--- src/rtl/uart_cmd_ctrl_pkg.sv ---
// uart_cmd_ctrl_pkg
//   Shared definitions for the UART command controller: FSM state
//   encodings, reply bytes, command-byte field positions and small helpers.
package uart_cmd_ctrl_pkg;

  // Reply bytes
  localparam logic [7:0] ACK = 8'h06;
  localparam logic [7:0] NAK = 8'h15;

  // Command byte fields: [7] write, [6:4] reserved (must be 0), [3:0] address
  localparam int CMD_WR_BIT  = 7;
  localparam int CMD_RSV_HI  = 6;
  localparam int CMD_RSV_LO  = 4;
  localparam int CMD_ADDR_HI = 3;
  localparam int CMD_ADDR_LO = 0;

  // Frame-level controller; the byte transmit handshake lives in uart_tx_hs
  typedef enum logic [1:0] {
    ST_IDLE,
    ST_GET_DATA,
    ST_EXEC,
    ST_TX
  } ctrl_state_t;

  // Per-byte transmit handshake
  typedef enum logic [1:0] {
    HS_IDLE,
    HS_TX_LOAD,
    HS_TX_WAIT_HI,
    HS_TX_WAIT_LO
  } hs_state_t;

  function automatic logic cmd_is_legal(input logic [7:0] cmd, input int num_regs);
    return (cmd[CMD_RSV_HI:CMD_RSV_LO] == 3'b000) &&
           (int'(cmd[CMD_ADDR_HI:CMD_ADDR_LO]) < num_regs);
  endfunction

  function automatic logic [7:0] sat_inc8(input logic [7:0] v);
    return (v == 8'hFF) ? v : v + 8'd1;
  endfunction

endpackage

--- src/rtl/uart_cmd_ctrl_tx_hs.sv ---
// uart_tx_hs
//   Sends one byte to the UART transmitter per start pulse. tx_transmit is
//   held until the UART reports busy, then dropped, and done pulses once the
//   UART goes idle again, so the request line is always low between bytes.
// Ports
//   clk, rst_n   system clock, async active-low reset
//   start        begin sending 'data' (accepted only when idle)
//   data         byte to send, sampled in TX_LOAD
//   done         one-cycle pulse after the UART has finished the byte
//   tx_transmit  request to the UART transmitter
//   tx_byte      byte presented to the UART, stable while tx_transmit=1
//   tx_busy      UART is_transmitting
//
// state          | meaning
// ---------------+-------------------------------------------------------
// HS_IDLE        | waiting for start
// HS_TX_LOAD     | capture data, raise tx_transmit
// HS_TX_WAIT_HI  | hold tx_transmit until the UART reports busy
// HS_TX_WAIT_LO  | request released, wait for the UART to finish
module uart_tx_hs
  import uart_cmd_ctrl_pkg::*;
(
  input  logic       clk,
  input  logic       rst_n,
  input  logic       start,
  input  logic [7:0] data,
  output logic       done,
  output logic       tx_transmit,
  output logic [7:0] tx_byte,
  input  logic       tx_busy
);

  hs_state_t state;

  always_ff @(posedge clk or negedge rst_n) begin
    if (!rst_n) begin
      state       <= HS_IDLE;
      done        <= 1'b0;
      tx_transmit <= 1'b0;
      tx_byte     <= 8'h00;
    end else begin
      done <= 1'b0;
      case (state)
        HS_IDLE: begin
          if (start) state <= HS_TX_LOAD;
        end
        HS_TX_LOAD: begin
          tx_byte     <= data;
          tx_transmit <= 1'b1;
          state       <= HS_TX_WAIT_HI;
        end
        HS_TX_WAIT_HI: begin
          if (tx_busy) begin
            tx_transmit <= 1'b0;
            state       <= HS_TX_WAIT_LO;
          end
        end
        HS_TX_WAIT_LO: begin
          if (!tx_busy) begin
            done  <= 1'b1;
            state <= HS_IDLE;
          end
        end
        default: state <= HS_IDLE;
      endcase
    end
  end

endmodule

--- src/rtl/uart_cmd_ctrl.sv ---
// uart_cmd_ctrl
//   Byte-oriented command interpreter on top of a UART. Frames are a command
//   byte (bit7 write, bits[6:4] zero, bits[3:0] address) followed, for
//   writes, by four data bytes LSB-first. Writes update a 32-bit register and
//   reply ACK; reads reply with the register as four bytes LSB-first; illegal
//   commands reply NAK. Stalled or errored write frames are dropped silently
//   and counted.
// Ports
//   clk, rst_n               system clock, async active-low reset
//   rx_received/rx_byte      received byte strobe and value
//   rx_error                 UART framing-error strobe
//   tx_transmit/tx_byte      transmit request and byte
//   tx_busy                  UART is_transmitting
//   reg_flat                 register file, reg k at [32k+31:32k]
//   reg_wr/reg_wr_addr       one-cycle update strobe and register index
//   busy                     controller not idle
//   timeout_cnt              saturating count of aborted frames
//
// state        | meaning
// -------------+-----------------------------------------------------------
// ST_IDLE      | waiting for a command byte
// ST_GET_DATA  | collecting 4 write-data bytes, inter-byte timer running
// ST_EXEC      | load reply (ACK or register contents) for transmission
// ST_TX        | reply bytes going out through uart_tx_hs, one per done
module uart_cmd_ctrl
  import uart_cmd_ctrl_pkg::*;
#(
  parameter int NUM_REGS    = 16,
  parameter int TIMEOUT_CYC = 120000
) (
  input  logic                  clk,
  input  logic                  rst_n,
  input  logic                  rx_received,
  input  logic [7:0]            rx_byte,
  input  logic                  rx_error,
  output logic                  tx_transmit,
  output logic [7:0]            tx_byte,
  input  logic                  tx_busy,
  output logic [32*NUM_REGS-1:0] reg_flat,
  output logic                  reg_wr,
  output logic [3:0]            reg_wr_addr,
  output logic                  busy,
  output logic [7:0]            timeout_cnt
);

  localparam int TMR_W = $clog2(TIMEOUT_CYC + 1);
  localparam logic [TMR_W-1:0] TMR_LOAD = TMR_W'(TIMEOUT_CYC);

  ctrl_state_t      state;
  logic [31:0]      regs [NUM_REGS];
  logic [TMR_W-1:0] timer;
  logic             cmd_write;
  logic [3:0]       cmd_addr;
  logic [1:0]       byte_cnt;
  logic [23:0]      asm_word;
  logic [31:0]      tx_word;
  logic [2:0]       tx_left;
  logic             hs_start;
  logic             hs_done;

  assign busy = (state != ST_IDLE);

  for (genvar k = 0; k < NUM_REGS; k++) begin : g_flat
    assign reg_flat[32*k +: 32] = regs[k];
  end

  always_ff @(posedge clk or negedge rst_n) begin
    if (!rst_n) begin
      state       <= ST_IDLE;
      for (int k = 0; k < NUM_REGS; k++) regs[k] <= '0;
      timer       <= '0;
      cmd_write   <= 1'b0;
      cmd_addr    <= 4'd0;
      byte_cnt    <= 2'd0;
      asm_word    <= 24'd0;
      tx_word     <= 32'd0;
      tx_left     <= 3'd0;
      hs_start    <= 1'b0;
      reg_wr      <= 1'b0;
      reg_wr_addr <= 4'd0;
      timeout_cnt <= 8'd0;
    end else begin
      reg_wr   <= 1'b0;
      hs_start <= 1'b0;
      case (state)
        ST_IDLE: begin
          if (rx_received) begin
            cmd_write <= rx_byte[CMD_WR_BIT];
            cmd_addr  <= rx_byte[CMD_ADDR_HI:CMD_ADDR_LO];
            if (!cmd_is_legal(rx_byte, NUM_REGS)) begin
              tx_word  <= {24'd0, NAK};
              tx_left  <= 3'd1;
              hs_start <= 1'b1;
              state    <= ST_TX;
            end else if (rx_byte[CMD_WR_BIT]) begin
              byte_cnt <= 2'd0;
              timer    <= TMR_LOAD;
              state    <= ST_GET_DATA;
            end else begin
              // start is raised now so the handshake loads the reply
              // that EXEC prepares in the same cycle
              hs_start <= 1'b1;
              state    <= ST_EXEC;
            end
          end
        end
        ST_GET_DATA: begin
          if (rx_error) begin
            timer       <= '0;
            timeout_cnt <= sat_inc8(timeout_cnt);
            state       <= ST_IDLE;
          end else if (rx_received) begin
            timer    <= TMR_LOAD;
            byte_cnt <= byte_cnt + 2'd1;
            case (byte_cnt)
              2'd0: asm_word[7:0]   <= rx_byte;
              2'd1: asm_word[15:8]  <= rx_byte;
              2'd2: asm_word[23:16] <= rx_byte;
              default: begin
                // Register and reg_wr change together on EXEC entry, so a
                // consumer sampling on reg_wr already sees the new word.
                regs[cmd_addr] <= {rx_byte, asm_word};
                reg_wr         <= 1'b1;
                reg_wr_addr    <= cmd_addr;
                timer          <= '0;
                hs_start       <= 1'b1;
                state          <= ST_EXEC;
              end
            endcase
          end else if (timer == '0) begin
            timeout_cnt <= sat_inc8(timeout_cnt);
            state       <= ST_IDLE;
          end else begin
            timer <= timer - 1'b1;
          end
        end
        ST_EXEC: begin
          if (cmd_write) begin
            tx_word <= {24'd0, ACK};
            tx_left <= 3'd1;
          end else begin
            tx_word <= regs[cmd_addr];
            tx_left <= 3'd4;
          end
          state <= ST_TX;
        end
        ST_TX: begin
          if (hs_done) begin
            if (tx_left == 3'd1) begin
              tx_left <= 3'd0;
              state   <= ST_IDLE;
            end else begin
              tx_word  <= {8'd0, tx_word[31:8]};
              tx_left  <= tx_left - 3'd1;
              hs_start <= 1'b1;
            end
          end
        end
        default: state <= ST_IDLE;
      endcase
    end
  end

  uart_tx_hs u_tx_hs (
    .clk         (clk),
    .rst_n       (rst_n),
    .start       (hs_start),
    .data        (tx_word[7:0]),
    .done        (hs_done),
    .tx_transmit (tx_transmit),
    .tx_byte     (tx_byte),
    .tx_busy     (tx_busy)
  );

endmodule

--- config.mk ---
export PLATFORM = sky130hd
export DESIGN_NAME = uart_cmd_ctrl
export DESIGN_NICKNAME = d
export VERILOG_FILES = /design/src/rtl/uart_cmd_ctrl_pkg.sv /design/src/rtl/uart_cmd_ctrl_tx_hs.sv /design/src/rtl/uart_cmd_ctrl.sv
export SDC_FILE = /design/constraint.sdc
export NUM_CORES = 1
export LEC_CHECK = 0
export ABC_AREA = 0
export CAP_MARGIN = 40
export CORE_ASPECT_RATIO = 1.25
export CORE_UTILIZATION = 50
export DETAILED_ROUTE_END_ITERATION = 10
export PLACE_DENSITY_LB_ADDON = 0.1
export SLEW_MARGIN = 20
export SYNTH_ARGS = -nofsm -noshare
export SYNTH_HDL_FRONTEND = slang
export SYNTH_SLANG_ARGS = --single-unit
--- constraint.sdc ---
create_clock -name clk -period 2.85 [get_ports clk]
set_input_delay 0.57 -clock clk [delete_from_list [all_inputs] [get_ports clk]]
set_output_delay 0.57 -clock clk [all_outputs]
set_load 0.01 [all_outputs]
==> metrics.csv <==
metric,value,unit
status,completed,
Synth Net Count,1888,
met1 wire length,36.8,mm
Worst Setup Start Kind,register,
Hold Fails Final Rpt,0,
clk_lat worst skew,0.63,ns
clock slew at reported path FFs,0.06,ns
Initial Util,51.0,%
routed wl met3,5.81,mm
post-synthesis cell type count,60,
Worst Hold Class,primary input to asynchronous set/reset pin,
Final setup viols,0,
layout cells sized above 1,38.0,%
antenna violations before repair,0,
WP data arrival,2.20,ns
Syn Inst Count,1862,
power per cell area,845,nW/µm²
Synth Register Bits,623,
area of the mapped netlist,28200,µm²
Placement Cell Area,35200,µm²
post-route setup slack,0.0829,ns
design area,37300,µm²
Iter 0 DRT Violations,1300,
die area,57300,µm²
max layer used,met4,
number of routed nets with antenna violations,0,
CTS tree,built,
"commonest non-fill, non-tap cell in the layout",dfrtp_1,
DRC viols,0,
most frequent cells in the layout,"dfrtp_1, mux2_2, clkdlybuf4s50_1",
Vias/cell,6.02,
Post-Syn Area per Cell,15.1,µm²
Max-Cap Viols,0,
Crit path required time,2.28,ns
fmax,361,MHz
Layout Cells excl Fill,3204,
Pleak,17.0,nW
VDD IR max,0.556,mV
Ys Warns,0,
I/O pin cnt,548,
placed insts,3087,
Final period util,97.1,%
CP Class,register to output pin,
GPL Wtd Cong,0.874,
clk buf depth,3,
Post-synth EDFFs,0,
dominant synthesized flop cell,dfrtp_1,
CTS Buf Count,61,
die height,267,µm
# clock sinks,623,
first-pass GRT wire length,139,mm
WL final,94.1,mm
"Seq/Total Area, Yosys",55.3,%
port bufs,547,
Final Net Count,2442,
Slew Limit Fails,0,
DP HPWL,65.6,mm
worst r2r path cells,8,
fin crit period,2.77,ns
core area,55300,µm²
crit-path max FO,39,
Area Growth Syn to Fin,32.5,%
crit end category,output pin,
Total GRT Usage,32.9,%
largest net degree at the start of global routing,96,
DRT Pass-1 Iters,5,
pre-CTS setup slack,-0.0314,ns
WL per Instance,29.4,µm
GRT overflow,0,
die width,214,µm
CTS root buf,clkbuf_16,
H-tree Lvls,2,
asr flop ratio synth,100,%
Final Skew,0.0142,ns
vias in the first global route,20500,
vias,19300,
met2 wire len,47.6,mm
Core Rows,96,
Max-slew headroom,50.7,%
RSZ-0062 raised after global routing,no,
slew of the pin with the lowest slew margin,0.740,ns
ANT cells,0,
-- sequential cells by signal, summed over array words and instances, names as in the netlist --
register and flops:
u_tx_hs.done 1, timeout_cnt 8, hs_start 1, tx_left 3, reg_wr 1, state 2
u_tx_hs.tx_byte 8, timer 17, asm_word 24, byte_cnt 2, cmd_addr 4, tx_word 32
reg_flat 512, reg_wr_addr 4, cmd_write 1, u_tx_hs.state 2, u_tx_hs.tx_transmit 1
-- routing by layer --
| layer | GRT usage, % | vias up |
|---|---|---|
| met4 | 13.1 | 0 |
| met5 | 0 | - |
| met1 | 40.7 | 10400 |
| met3 | 7.31 | 175 |
| li1 | - | 8038 |
| met2 | 56.1 | 671 |
-- cell usage after synthesis (2+ instances only) --
cell       number  share of area [%]
nor3b_2         2              0.089
nor3_1          9               0.16
a221oi_1       20               0.62
buf_1           9               0.12
a22o_1          4               0.12
o22ai_1         2              0.044
nor2b_1         6               0.13
mux2_2        572                 23
a21oi_1        30               0.53
ha_1           13               0.58
inv_1          16               0.21
o311ai_0        3              0.093
mux4_2        126                 10
dfrtp_1       623                 55
o21ai_0        48               0.85
clkbuf_1       74               0.99
o31ai_1         5               0.13
a2111o_1        2              0.080
buf_6           3               0.12
nand3_1         8               0.14
o211ai_1        6               0.16
or2_2           2              0.044
or4_1           4               0.11
xor2_1          4               0.12
mux2i_1        45                1.6
nor4_1          5               0.11
or3_1           5               0.11
and3_1          3              0.067
nand4_1         7               0.16
buf_4           9               0.24
a2bb2oi_1       2              0.062
buf_2          58                1.0
nand2_1        37               0.49
nor3b_1         3              0.080
nand2b_1        7               0.16
nor2_1         38               0.51
xnor2_1         9               0.28
and4_1         20               0.62
o41ai_1         2              0.062
-- area by class of cell --
type	count	area, µm²
clock inverters	32	350
flip-flops and latches	623	15600
fillers	4059	17900
well taps	735	920
inverters	16	60.1
clock buffers	84	1760
multi-input cells	1069	11900
repair buffers	645	6740
-- path summary, 6_finish.rpt --
check / start / endpoint / slack (ns)
max in group asynchronous: rst_n / reg_flat[447] / 1.29
setup / recovery: state[1] / busy / 0.08
min in group clk: reg_wr_addr[0] / reg_wr_addr[0] / 0.50
hold / removal: rst_n / timeout_cnt[5] / 0.50
hold reg to reg: reg_wr_addr[0] / reg_wr_addr[0] / 0.50
setup reg to reg: timer[0] / timer[9] / 0.44
-- critical path, cell delays in order, from the launching register on --
cell and delay (ns):
dfrtp_2 0.44, buf_6 0.22, or2_2 0.39, clkdlybuf4s50_1 0.52
-- metrics by stage --
stage / hold WS, ns / setup TNS [ns] / utilization [%] / total power [mW]
after global routing: 0.513 / 0 / 67.6 / 32.8
after detailed placement: 0.477 / -0.813 / 63.8 / 23.3
final: 0.496 / 0 / 67.6 / 31.6
after CTS: 0.491 / 0 / 67.6 / 31.7
after global placement: 0.462 / -1.65 / 63.8 / 23.0
after floorplan: 0.274 / 0 / - / 17.6
-- cells by family after synthesis --
group	count (synthesis)	synth area share, %
DFF	623	55.3
adders and majority gates	13	0.577
muxes	743	34.5
and+or+nand+nor	164	3.27
AOI/OAI and AO/OA	136	3.18
buffers and inverters	170	2.73
xor gates and xnor gates	13	0.404
-- what timing repair did --
action | CTS | global route
setup buffers | 0 | 0
hold buffers | 1 | 0
endpoints found under the hold margin | 57 | 0
setup endpoints to repair | 1 | 0
resized for setup | 1 | 0
-- power by group --
group | internal, mW | switching [mW] | leakage (nW) | total (mW)
sequential | 10.5 | 2.37 | 8.55 | 12.9
clock | 4.87 | 3.58 | 1.02 | 8.44
combinational | 5.50 | 4.73 | 7.44 | 10.2
total | 20.9 | 10.7 | 17.0 | 31.6
Power figures use the tool's default switching activity.
